--- config.mk ---
export PLATFORM = sky130hd
export DESIGN_NAME = sync_fifo_ctrl_flat
export DESIGN_NICKNAME = d
export VERILOG_FILES = /design/src/rtl/sync_fifo_ctrl_if.sv /design/src/rtl/sync_fifo_ctrl.sv /design/src/flat_wrapper.sv
export SDC_FILE = /design/constraint.sdc
export NUM_CORES = 1
export LEC_CHECK = 0
export ABC_AREA = 1
export CORE_AREA = 2 2 108 110
export DETAILED_ROUTE_END_ITERATION = 16
export DIE_AREA = 0 0 110 112
export GPL_TIMING_DRIVEN = 0
export HOLD_SLACK_MARGIN = 0.03
export PLACE_DENSITY = 0.81
export SYNTH_ARGS = -nofsm -noshare
export SYNTH_HDL_FRONTEND = slang
export SYNTH_SLANG_ARGS = --single-unit
--- constraint.sdc ---
create_clock -name clk -period 5.7 [get_ports clk]
set_clock_uncertainty 0.15 [all_clocks]
set_input_delay 1.14 -clock clk [delete_from_list [all_inputs] [get_ports clk]]
set_output_delay 1.14 -clock clk [all_outputs]
set_load 0.02 [all_outputs]
--- src/rtl/sync_fifo_ctrl_if.sv ---
// Stream and RAM-port bundle for sync_fifo_ctrl.
// The slave modport is the controller's view; master is the surrounding environment.
interface sync_fifo_ctrl_if #(
    parameter int DWIDTH = 64,
    parameter int DEPTH  = 16
);
    localparam int AW = $clog2(DEPTH);
    localparam int CW = $clog2(DEPTH + 1);

    logic [DWIDTH-1:0] s_data;
    logic              s_valid;
    logic              s_ready;
    logic [DWIDTH-1:0] m_data;
    logic              m_valid;
    logic              m_ready;
    logic [CW-1:0]     count;
    logic              prog_full;
    logic              ram_wr_en;
    logic [AW-1:0]     ram_wr_addr;
    logic [DWIDTH-1:0] ram_wr_data;
    logic [AW-1:0]     ram_rd_addr;
    logic [DWIDTH-1:0] ram_rd_data;

    modport slave (
        input  s_data, s_valid, m_ready, ram_rd_data,
        output s_ready, m_data, m_valid, count, prog_full,
               ram_wr_en, ram_wr_addr, ram_wr_data, ram_rd_addr
    );

    modport master (
        output s_data, s_valid, m_ready, ram_rd_data,
        input  s_ready, m_data, m_valid, count, prog_full,
               ram_wr_en, ram_wr_addr, ram_wr_data, ram_rd_addr
    );
endinterface

--- src/rtl/sync_fifo_ctrl.sv ---
// Single-clock FIFO controller around an external dual-port RAM with an async read port.
// A one-word output register gives first-word-fall-through with registered m_data.
module sync_fifo_ctrl #(
    parameter int DWIDTH           = 64,
    parameter int DEPTH            = 16,
    parameter int PROG_FULL_THRESH = 12
) (
    input logic           clk,
    input logic           rst,
    sync_fifo_ctrl_if.slave bus
);
    localparam int AW = $clog2(DEPTH);
    localparam int CW = $clog2(DEPTH + 1);
    localparam logic [CW-1:0] FULL_COUNT = CW'(DEPTH);
    localparam logic [CW-1:0] PF_COUNT   = CW'(PROG_FULL_THRESH);

    logic [AW:0]       wr_ptr;
    logic [AW:0]       rd_ptr;
    logic [AW:0]       ram_entries;
    logic [CW-1:0]     count_q;
    logic [CW-1:0]     count_next;
    logic              m_valid_q;
    logic [DWIDTH-1:0] m_data_q;
    logic              prog_full_q;
    logic              s_ready_c;
    logic              wr_fire;
    logic              rd_fire;
    logic              load;

    always_comb begin
        ram_entries = wr_ptr - rd_ptr;
        s_ready_c   = (count_q < FULL_COUNT) && !rst;
        wr_fire     = bus.s_valid && s_ready_c;
        rd_fire     = m_valid_q && bus.m_ready;
        // The output register refills whenever it is empty or being drained this cycle.
        load        = (ram_entries != '0) && (!m_valid_q || bus.m_ready);
        count_next  = count_q;
        case ({wr_fire, rd_fire})
            2'b10:   count_next = count_q + CW'(1);
            2'b01:   count_next = count_q - CW'(1);
            default: count_next = count_q;
        endcase
    end

    always_ff @(posedge clk) begin
        if (rst) begin
            wr_ptr      <= '0;
            rd_ptr      <= '0;
            count_q     <= '0;
            m_valid_q   <= 1'b0;
            m_data_q    <= '0;
            prog_full_q <= 1'b0;
        end else begin
            if (wr_fire) begin
                wr_ptr <= wr_ptr + (AW+1)'(1);
            end
            if (load) begin
                m_data_q  <= bus.ram_rd_data;
                m_valid_q <= 1'b1;
                rd_ptr    <= rd_ptr + (AW+1)'(1);
            end else if (rd_fire) begin
                m_valid_q <= 1'b0;
            end
            count_q     <= count_next;
            // Evaluated on the next count so the flag lines up with count itself.
            prog_full_q <= (count_next >= PF_COUNT);
        end
    end

    assign bus.s_ready     = s_ready_c;
    assign bus.m_data      = m_data_q;
    assign bus.m_valid     = m_valid_q;
    assign bus.count       = count_q;
    assign bus.prog_full   = prog_full_q;
    assign bus.ram_wr_en   = wr_fire;
    assign bus.ram_wr_addr = wr_ptr[AW-1:0];
    assign bus.ram_wr_data = bus.s_data;
    assign bus.ram_rd_addr = rd_ptr[AW-1:0];
endmodule

--- src/flat_wrapper.sv ---
// flat-port wrapper written by rule: the top's interface ports become plain ports
module sync_fifo_ctrl_flat 
#(
    parameter int DWIDTH           = 64,
    parameter int DEPTH            = 16,
    parameter int PROG_FULL_THRESH = 12
)
  (clk, rst, bus_s_data, bus_s_valid, bus_m_ready, bus_ram_rd_data, bus_s_ready, bus_m_data, bus_m_valid, bus_count, bus_prog_full, bus_ram_wr_en, bus_ram_wr_addr, bus_ram_wr_data, bus_ram_rd_addr);
  sync_fifo_ctrl_if #(.DWIDTH(DWIDTH), .DEPTH(DEPTH)) bus_i ();
  input logic clk;
  input logic rst;
  input wire logic [$bits(bus_i.s_data)-1:0] bus_s_data;
  input wire logic [$bits(bus_i.s_valid)-1:0] bus_s_valid;
  input wire logic [$bits(bus_i.m_ready)-1:0] bus_m_ready;
  input wire logic [$bits(bus_i.ram_rd_data)-1:0] bus_ram_rd_data;
  output wire logic [$bits(bus_i.s_ready)-1:0] bus_s_ready;
  output wire logic [$bits(bus_i.m_data)-1:0] bus_m_data;
  output wire logic [$bits(bus_i.m_valid)-1:0] bus_m_valid;
  output wire logic [$bits(bus_i.count)-1:0] bus_count;
  output wire logic [$bits(bus_i.prog_full)-1:0] bus_prog_full;
  output wire logic [$bits(bus_i.ram_wr_en)-1:0] bus_ram_wr_en;
  output wire logic [$bits(bus_i.ram_wr_addr)-1:0] bus_ram_wr_addr;
  output wire logic [$bits(bus_i.ram_wr_data)-1:0] bus_ram_wr_data;
  output wire logic [$bits(bus_i.ram_rd_addr)-1:0] bus_ram_rd_addr;
  assign bus_i.s_data = bus_s_data;
  assign bus_i.s_valid = bus_s_valid;
  assign bus_i.m_ready = bus_m_ready;
  assign bus_i.ram_rd_data = bus_ram_rd_data;
  assign bus_s_ready = bus_i.s_ready;
  assign bus_m_data = bus_i.m_data;
  assign bus_m_valid = bus_i.m_valid;
  assign bus_count = bus_i.count;
  assign bus_prog_full = bus_i.prog_full;
  assign bus_ram_wr_en = bus_i.ram_wr_en;
  assign bus_ram_wr_addr = bus_i.ram_wr_addr;
  assign bus_ram_wr_data = bus_i.ram_wr_data;
  assign bus_ram_rd_addr = bus_i.ram_rd_addr;
  sync_fifo_ctrl #(.DWIDTH(DWIDTH), .DEPTH(DEPTH), .PROG_FULL_THRESH(PROG_FULL_THRESH)) u_core (.clk(clk), .rst(rst), .bus(bus_i));
endmodule
==> impl_results.md <==
- Starting Density: 34.73%
- IO Port Bufs: 212
- Pwr dens: 417.8 nW/um^2
- Core Box Area: 11,170 sq um
- RSZ-0062 raised after global routing: false
- Worst vdd ir: 217.9 uV
- Slowest CP cell: clkdlybuf4s50_1
- Final hold vios: 0
- Post-synth top area cell: dfxtp_1
- CTS sink count: 81
- Rows: 39
- Die area: 12,320 sq um
- # resized after CTS: 0
- FFs w/ async S/R, synth: 0%
- Max-slew violation count: 0
- FMAX: 251.6 MHz
- First-pass GRT wire length: 20,330 um
- Top routing layer used: met4
- Most used DFF post-synth: dfxtp_1
- Routed wl met2: 6670 um
- Layout Nets: 876
- Register area share after synthesis: 41.78%
- Area Growth Syn to Fin: 66.47%
- Dpl hpwl: 10,030 um
- Total GRT Usage: 20.96%
- Grt ovf: 0
- Hold path depth: 2
- Boundary pin count: 277
- Syn Nets: 653
- Slew @ Worst Pin: 0.6305 ns
- Share of layout cells above drive strength 1: 13.78%
- Delay-heaviest family, CP: buffers and inverters
- Post-CTS setup buffers: 0
- Htree depth: 3
- Unique masters post-synth: 21
- WL met1: 4937 um
- Synth warn: 0
- Bufs and invs on worst path: 3
- FF-to-FF End: u_core.rd_ptr[2]$_SDFFE_PP0P_
- GPL Wtd Cong: 0.7826
- Crit share post-route: 69.72%
- Routed len/inst: 14.77 um
- Syn avg cell area: 7.581 sq um
- Final setup vio count: 0
- Via Count: 4,247
- CP Capture Type: output port
- Final worst path period need: 3.974 ns
- Hold Crit Start: u_core.bus.m_data[4]$_SDFFE_PP0P_
- Count leader, synth: nand2_1
- Die Span Y: 112 um
- First-pass DRT Iterations: 4
- Fin area: 6461 sq um
- Status: finished clean
- Reg2Reg Depth: 13
- Dpl cells: 867
- Die W: 110 um
- Clock Pin Slew Worst Setup and Hold Paths: 0.06 ns
- DR iter-0 viols: 190
- Post-synthesis register bit count: 81
- Post-Layout Cell Count: 884
- Dpl cell area: 6182 sq um
- Hold EP: u_core.bus.m_data[4]$_SDFFE_PP0P_
- CP max FO: 5
- Max stage delay on crit path: 0.63 ns
- Largest net degree at the start of global routing: 13
- CTS tree: done
- Residual DRC: 0
- Top cells by count, synth: nand2_1 (100), nand3_1 (87), dfxtp_1 (81), a21oi_1 (74), buf_4 (72)
- Reg2reg setup slack: 3.14 ns
- Final WL: 13,050 um
- Worst Path Required: 4.41 ns
- Initial antenna violation count: 1
- Levels on crit path: 5
- Max Cap Viol: 0
- Number of flops mapped to enable cells by yosys: 0
- Top cell type's share of synthesized area: 41.78%
- Root Driver: clkbuf_16
- Hold-fix buffers, CTS: 0
- CP cell instances: clkdlybuf4s50_1 -> nor2_1 -> nand2_1 -> inv_1 -> clkdlybuf4s50_1
- Top post-synthesis cells by area: dfxtp_1 (42%), buf_4 (14%), nand3_1 (11%)
- Num CTS Buffers: 9
- Pleak: 2.766 nW
- Synth Cell Area: 3881 sq um
- Startpoint types: input pin
- Clock Path Buffers: 2
- Setup WS post-layout: 1.726 ns
- ANT nets after route: 0
- Most frequent CP cell: clkdlybuf4s50_1
- Vias in the first global route: 4,248
- Worst skew pair latency: 0.33 ns
- Gate Count Post-Synth: 512
- Met3 wire len: 1184 um
- Setup WS pre-CTS: 1.723 ns
- Critical Path AT: 2.68 ns
- Vias/cell: 4.804
- Fill cells: 975
- Post-route setup TNS: 0 ns
- Worst hold path type: reg -> reg
- CP Class: in -> out
- Worst R2R Start: u_core.rd_ptr[2]$_SDFFE_PP0P_
- Tightest hold margin: 0.3104 ns
- Relative slew slack: 57.97%
cell type report:
cell class	instances	area [sq um]	area share [%]
plain buffers	101	679.4	10.52
clock inverters	2	12.51	0.1936
flip-flops and latches	81	1622	25.10
well taps	143	178.9	2.769
clock buffers	14	264.0	4.086
inverters	27	101.3	1.569
diodes	1	2.502	0.03873
repair buffers	212	2122	32.84
multi-input cells	303	1479	22.89
power by group:
part	switching [mW]	total, mW	internal (mW)
Sequential	0.0931	0.804	0.711
Combinational	0.772	1.36	0.583
Clock	0.222	0.540	0.319
kinds of logic (layout without fill, tap and decap cells):
group,count (synthesis),count (layout),share of synthesized area [%]
AOI/OAI and AO/OA,80,80,10.41
xor gates and xnor gates,6,6,1.354
adders and majority gates,9,9,2.901
buffers and inverters,128,356,20.12
DFF,81,81,41.78
other,0,1,0
and+or+nand+nor,208,208,23.44
metal layers:
layer | vias up | GRT usage [%]
li1 | 2059 | -
met1 | 1962 | 23.86
met2 | 203 | 36.40
met3 | 23 | 6.265
met4 | 0 | 7.679
met5 | - | 0
how the worst max path moves through the flow:
| stage | end | from |
|---|---|---|
| finish | bus_ram_wr_en | rst |
| global route | bus_ram_wr_en | rst |
| CTS | bus_ram_wr_en | rst |
| detailed placement | bus_ram_wr_en | rst |
| global placement | bus_ram_wr_en | rst |
| floorplan | bus_ram_wr_en | rst |
sequential cells by signal, summed over array words and instances (netlist names):
signal / flops
u_core.bus.count: 5
u_core.bus.m_data: 64
u_core.wr_ptr: 5
u_core.bus.prog_full: 1
u_core.bus.m_valid: 1
u_core.rd_ptr: 5
cell usage in the layout, fill, tap and decap left out, drive strengths merged:
cell,count
nand2,102
o211ai,1
inv,27
nor3b,1
ha,9
clkinv,1
clkinvlp,1
clkbuf,29
clkdlybuf4s50,212
dfxtp,81
nor3,1
diode,1
o21ai,4
a31oi,1
xor2,5
buf,86
xnor2,1
nand3,87
nand4,3
a21oi,74
nor2,14
worst reg2reg max path, cell delays in order, from the launching register on:
cell	delay, ns
dfxtp_1	0.45
inv_1	0.08
ha_1	0.36
a21oi_1	0.23
nand2_1	0.09
nand2_1	0.08
nand2_1	0.07
nor2_2	0.09
nand2_2	0.16
nand2_2	0.20
buf_6	0.17
buf_6	0.15
nand2_1	0.06
a21oi_1	0.14
stage by stage:
step                      utilization [%]  power [mW]
final                               57.82       2.699
after global placement              55.32       2.121
after global routing                57.80       2.873
after CTS                           57.80       2.715
after floorplan                         -       1.596
after detailed placement            55.32       2.168
Note: power is estimated with default switching activity, not from simulation.
==> RTL edit 1: new RTL, same flow settings <==
Make the reset (`rst`) asynchronous in one clocked block.
--- a/src/rtl/sync_fifo_ctrl.sv
+++ b/src/rtl/sync_fifo_ctrl.sv
@@ -44,3 +44,3 @@
 
-    always_ff @(posedge clk) begin
+    always_ff @(posedge clk or posedge rst) begin
         if (rst) begin
Behaviour: differs if rst is asserted again (counterexample within 4 cycles, from zero or initial values and one cycle with rst high); with rst held inactive, the same outputs for 10 cycles.
==> RTL edit 1 against the unedited design <==
Synthesized cell count decreased by 3.7%. Die area unchanged. Setup slack worse by 0.016 ns. Non-clock buffer count decreased by 7. Critical path depth stayed put. Sequential cell count is the same. Final cell count is 2.5% lower. Hold slack improved by 0.0062 ns. Design area increased by 4.1%. Combinational power up 51%. Synthesized area grew 6.8%. Register-to-register slack better by 0.09 ns. Wire length shrank 4.3%. Power is 35% higher. Critical path type unchanged. Critical endpoint unchanged.
==> RTL edit 1: results (changes against the unedited design) <==
| Metric | Value |
|---|---|
| GR Util met2 | 35.6% (-0.82 points) |
| Yosys warnings | 0 (unchanged) |
| Largest net degree at the start of global routing | 66 (+53) |
| Antenna violations before repair | 0 (-1) |
| Layout cells sized above 1 | 13.8% (-0.015 points) |
| Pre-antenna DRT Iters | 4 (unchanged) |
| Distinct cells, synth | 18 (-14%) |
| Worst Hold Launch | u_core.bus.m_data[3] |
| Filler cells | 977 (+0.21%) |
| Post-DP HPWL | 9740 um (-2.9%) |
| Clk Latency, worst-skew pair | 0.33 ns (about the same) |
| DR iter-0 viols | 277 (+46%) |
| Met1 GRT Util | 22.9% (-0.96 points) |
| Seq/Total Area, Yosys | 48.9% (+7.1 points) |
| Nets | 858 (-2.1%) |
| Gpl congestion | 0.888 (+13%) |
| Leakage power | 3.32 nW (+20%) |
| First-pass GRT wire length | 19500 um (-4.3%) |
| Outcome | complete, no violations |
| Setup slack at placement | 1.69 ns (-0.0321 ns) |
| FFs w/ async S/R, synth | 100% (+100 points) |
| Cell-internal power | 2.09 mW (+29%) |
| Syn nets | 634 (-2.9%) |
| Reg2reg path depth | 14 (+1) |
| Global Route Usage Sum | 20.3% (-0.64 points) |
| Dpl cell area | 6480 um2 (+4.8%) |
| Final wirelength | 12500 um (-4.3%) |
| DR vias | 4009 (-5.6%) |
| Inserted Diodes | 0 (-1) |
| Synth top area cells | dfrtp_1 (49%), nand2_1 (16%), buf_4 (14%) |
| Min-Delay Endpoint | u_core.bus.m_data[3] |
| Clk root buf | clkbuf_16 |
| R2R Path Start | u_core.bus.count[4] |
| R2r setup slk | 3.23 ns (+0.09 ns) |
| RR Endpoint | u_core.bus.prog_full |
| Arr. time, crit path | 2.70 ns (+0.02 ns) |
| Crit-path max FO | 7 (+2) |
| Vias in the first global route | 4068 (-4.2%) |
| Slew HR | 64.7% (+6.7 points) |
| Peak VDD IR | 0.000270 V (+24%) |
| Top cells by count, synth | nand2_1 (174), nand3_1 (83), dfrtp_1 (81) |
| Global Route met3 Usage | 5.80% (-0.47 points) |
-- RTL edit 1: routing by layer --
| metal | share of wire, % | vias to the layer above |
|---|---|---|
| met4 | 1.5 | 0 |
| met3 | 9.9 | 18 |
| met1 | 37 | 1853 |
| li1 | - | 1924 |
| met2 | 51 | 214 |
| met5 | 0 | - |
-- RTL edit 1: logic make-up after synthesis --
kind of cell / share of synthesized area [%]
and+or+nand+nor: 27.3
buffers and inverters: 18.3
DFF: 48.9
xor gates and xnor gates: 2.11
adders and majority gates: 2.72
AOI/OAI and AO/OA: 0.634
-- RTL edit 1: cell type report --
class,instances,area (um2),area share [%]
inverter,26,100,1.49
clock inverter,1,5.00,0.0744
timing repair buffer,213,2150,32.0
clock buffer,12,246,3.66
multi-input combinational,293,1360,20.2
tap,143,179,2.66
sequential,81,2030,30.1
buffer,93,661,9.82
-- RTL edit 1: power groups by stage --
stage	registers, mW	clock network, mW	logic (mW)
3_5_place_dp	1.07	0	2.07
2_1_floorplan	1.35	0	0.855
5_1_grt	1.10	0.547	2.24
4_1_cts	1.06	0.525	2.08
3_3_place_gp	1.05	0	2.00
6_report	1.06	0.510	2.06
-- RTL edit 1: worst max path at each step --
stage | start | to | slack, ns | cells past startpoint
floorplan | rst | u_core.bus.count[0] | 2.33 | 1
global placement | rst | u_core.bus.m_data[49] | 0.98 | 2
detailed placement | rst | bus_ram_wr_en | 1.69 | 5
CTS | rst | bus_ram_wr_en | 1.69 | 5
global route | rst | bus_ram_wr_en | 1.64 | 5
finish | rst | bus_ram_wr_en | 1.71 | 5
-- RTL edit 1: worst max-delay path: stages --
cell	delay, ns
clkdlybuf4s50_1	0.46
nor2_1	0.15
nand2_1	0.20
inv_1	0.13
clkdlybuf4s50_1	0.61
-- RTL edit 1: stage by stage --
step	instances	hold WS, ns
global placement	848	0.304
finish	862	0.317
CTS	862	0.322
global route	862	0.335
floorplan	493	0.315
detailed placement	849	0.307
==> RTL edit 2: new RTL, config.mk and constraints unchanged <==
Without the edit above. `DEPTH` is set to 16 in 3 places; all go to 64.
--- a/src/rtl/sync_fifo_ctrl_if.sv
+++ b/src/rtl/sync_fifo_ctrl_if.sv
@@ -4,3 +4,3 @@
     parameter int DWIDTH = 64,
-    parameter int DEPTH  = 16
+    parameter int DEPTH  = 64
 );
--- a/src/rtl/sync_fifo_ctrl.sv
+++ b/src/rtl/sync_fifo_ctrl.sv
@@ -4,3 +4,3 @@
     parameter int DWIDTH           = 64,
-    parameter int DEPTH            = 16,
+    parameter int DEPTH            = 64,
     parameter int PROG_FULL_THRESH = 12
--- a/src/flat_wrapper.sv
+++ b/src/flat_wrapper.sv
@@ -4,3 +4,3 @@
     parameter int DWIDTH           = 64,
-    parameter int DEPTH            = 16,
+    parameter int DEPTH            = 64,
     parameter int PROG_FULL_THRESH = 12
Interface: changed (resized bus_count, bus_ram_rd_addr and bus_ram_wr_addr); port bits go from 277 to 283. No check against the original RTL was run, so the function may have changed too.
==> RTL edit 2 against the unedited design <==
Fmax shrank 9.7%. Design area grew 12%. Synthesized area up 17%. Wire length up 4.7%. Register-to-register slack worse by 0.27 ns. Sequential cell count grew 6. Via count is 6.9% higher. Power increased by 33%. Setup slack worse by 0.43 ns. Largest cell class unchanged.
==> RTL edit 2: results (changes against the unedited design) <==
| Metric | Value |
|---|---|
| Top cells by count, synth | nor2_1 (121), dfxtp_1 (87), buf_4 (76) |
| R2R Path Start | u_core.bus.count[6] |
| DR vias | 4538 (+6.9%) |
| Global Route Usage Sum | 21.8% (+0.88 points) |
| Post-DP HPWL | 10700 um (+6.2%) |
| Psw | 1.45 mW (+33%) |
| Inserted Diodes | 0 (-1) |
| Vias in the first global route | 4409 (+3.8%) |
| DR iter-0 viols | 212 (+12%) |
| Largest net degree at the start of global routing | 16 (+3) |
| Syn nets | 731 (+12%) |
| Seq/Total Area, Yosys | 38.4% (-3.4 points) |
| Non-Filler Instances | 964 (+9.0%) |
| Synth top area cells | dfxtp_1 (38%), buf_4 (13%), o21bai_1 (11%) |
| Worst Hold Launch | u_core.bus.m_data[3] |
| Arr. time, crit path | 3.11 ns (+0.43 ns) |
| Layout cells sized above 1 | 17.3% (+3.5 points) |
| Outcome | complete, no violations |
| Post-Syn Area per Cell | 7.71 um2 (+1.7%) |
| Filler cells | 950 (-2.6%) |
| Peak VDD IR | 0.000231 V (+6.0%) |
| IO buf count | 217 (+2.4%) |
| Setup slack at placement | 1.28 ns (-0.445 ns) |
| First-pass GRT wire length | 21000 um (+3.2%) |
| Leakage power | 3.26 nW (+18%) |
| Antenna violations before repair | 0 (-1) |
| Distinct cells, synth | 28 (+33%) |
RTL edit 2: worst max-delay path, delay by kind of cell:
| kind | cells | cell delay (ns) |
|---|---|---|
| and+or+nand+nor | 1 | 0.09 |
| buffers and inverters | 4 | 1.87 |
RTL edit 2: layout make-up:
type / count / area share, %
repair buffers: 217 / 29.9
multi-input cells: 361 / 26.6
flip-flops and latches: 87 / 24.0
plain buffers: 101 / 9.85
clock buffers: 9 / 3.11
well taps: 143 / 2.47
inverters: 39 / 2.02
clock inverters: 7 / 1.97
RTL edit 2: path summary, 6_finish.rpt:
path | slack, ns | endpoint | cells past startpoint
max | 1.30 | bus_s_ready | 5
min | 0.33 | u_core.bus.m_data[3] | 2
max reg2reg | 2.87 | u_core.bus.prog_full | 16
min reg2reg | 0.33 | u_core.bus.m_data[3] | 2
RTL edit 2: logic make-up after synthesis:
group | Yosys count | share of synthesized area (%)
AOI/OAI and AO/OA | 99 | 14.6
and+or+nand+nor | 241 | 23.0
adders and majority gates | 11 | 3.04
xor gates and xnor gates | 10 | 1.93
buffers and inverters | 140 | 19.0
DFF | 87 | 38.4
RTL edit 2: metrics by stage:
step	hold WS, ns	util, %	instance area, um2	power, mW
5_1_grt	0.352	64.9	7250	3.81
2_1_floorplan	0.302	-	4530	2.09
3_5_place_dp	0.320	61.6	6890	2.88
6_report	0.332	64.9	7250	3.58
3_3_place_gp	0.316	61.6	6890	2.82
4_1_cts	0.335	64.9	7250	3.61
RTL edit 2: layer usage:
layer	up-vias	wire length (um)	share of wire, %	global-route usage (%)
li1	2240	-	-	-
met1	2064	5270	39	24.6
met2	211	6990	51	39.2
met3	23	1140	8.4	4.57
met4	0	264	1.9	8.86
met5	-	0	0	0
RTL edit 2: power by group through the flow:
stage	clock network, mW	registers, mW	logic (mW)
after floorplan	0	1.26	0.832
after global placement	0	1.01	1.81
after global routing	0.761	1.03	2.02
after detailed placement	0	1.02	1.86
final	0.726	1.01	1.85
after CTS	0.736	1.01	1.87
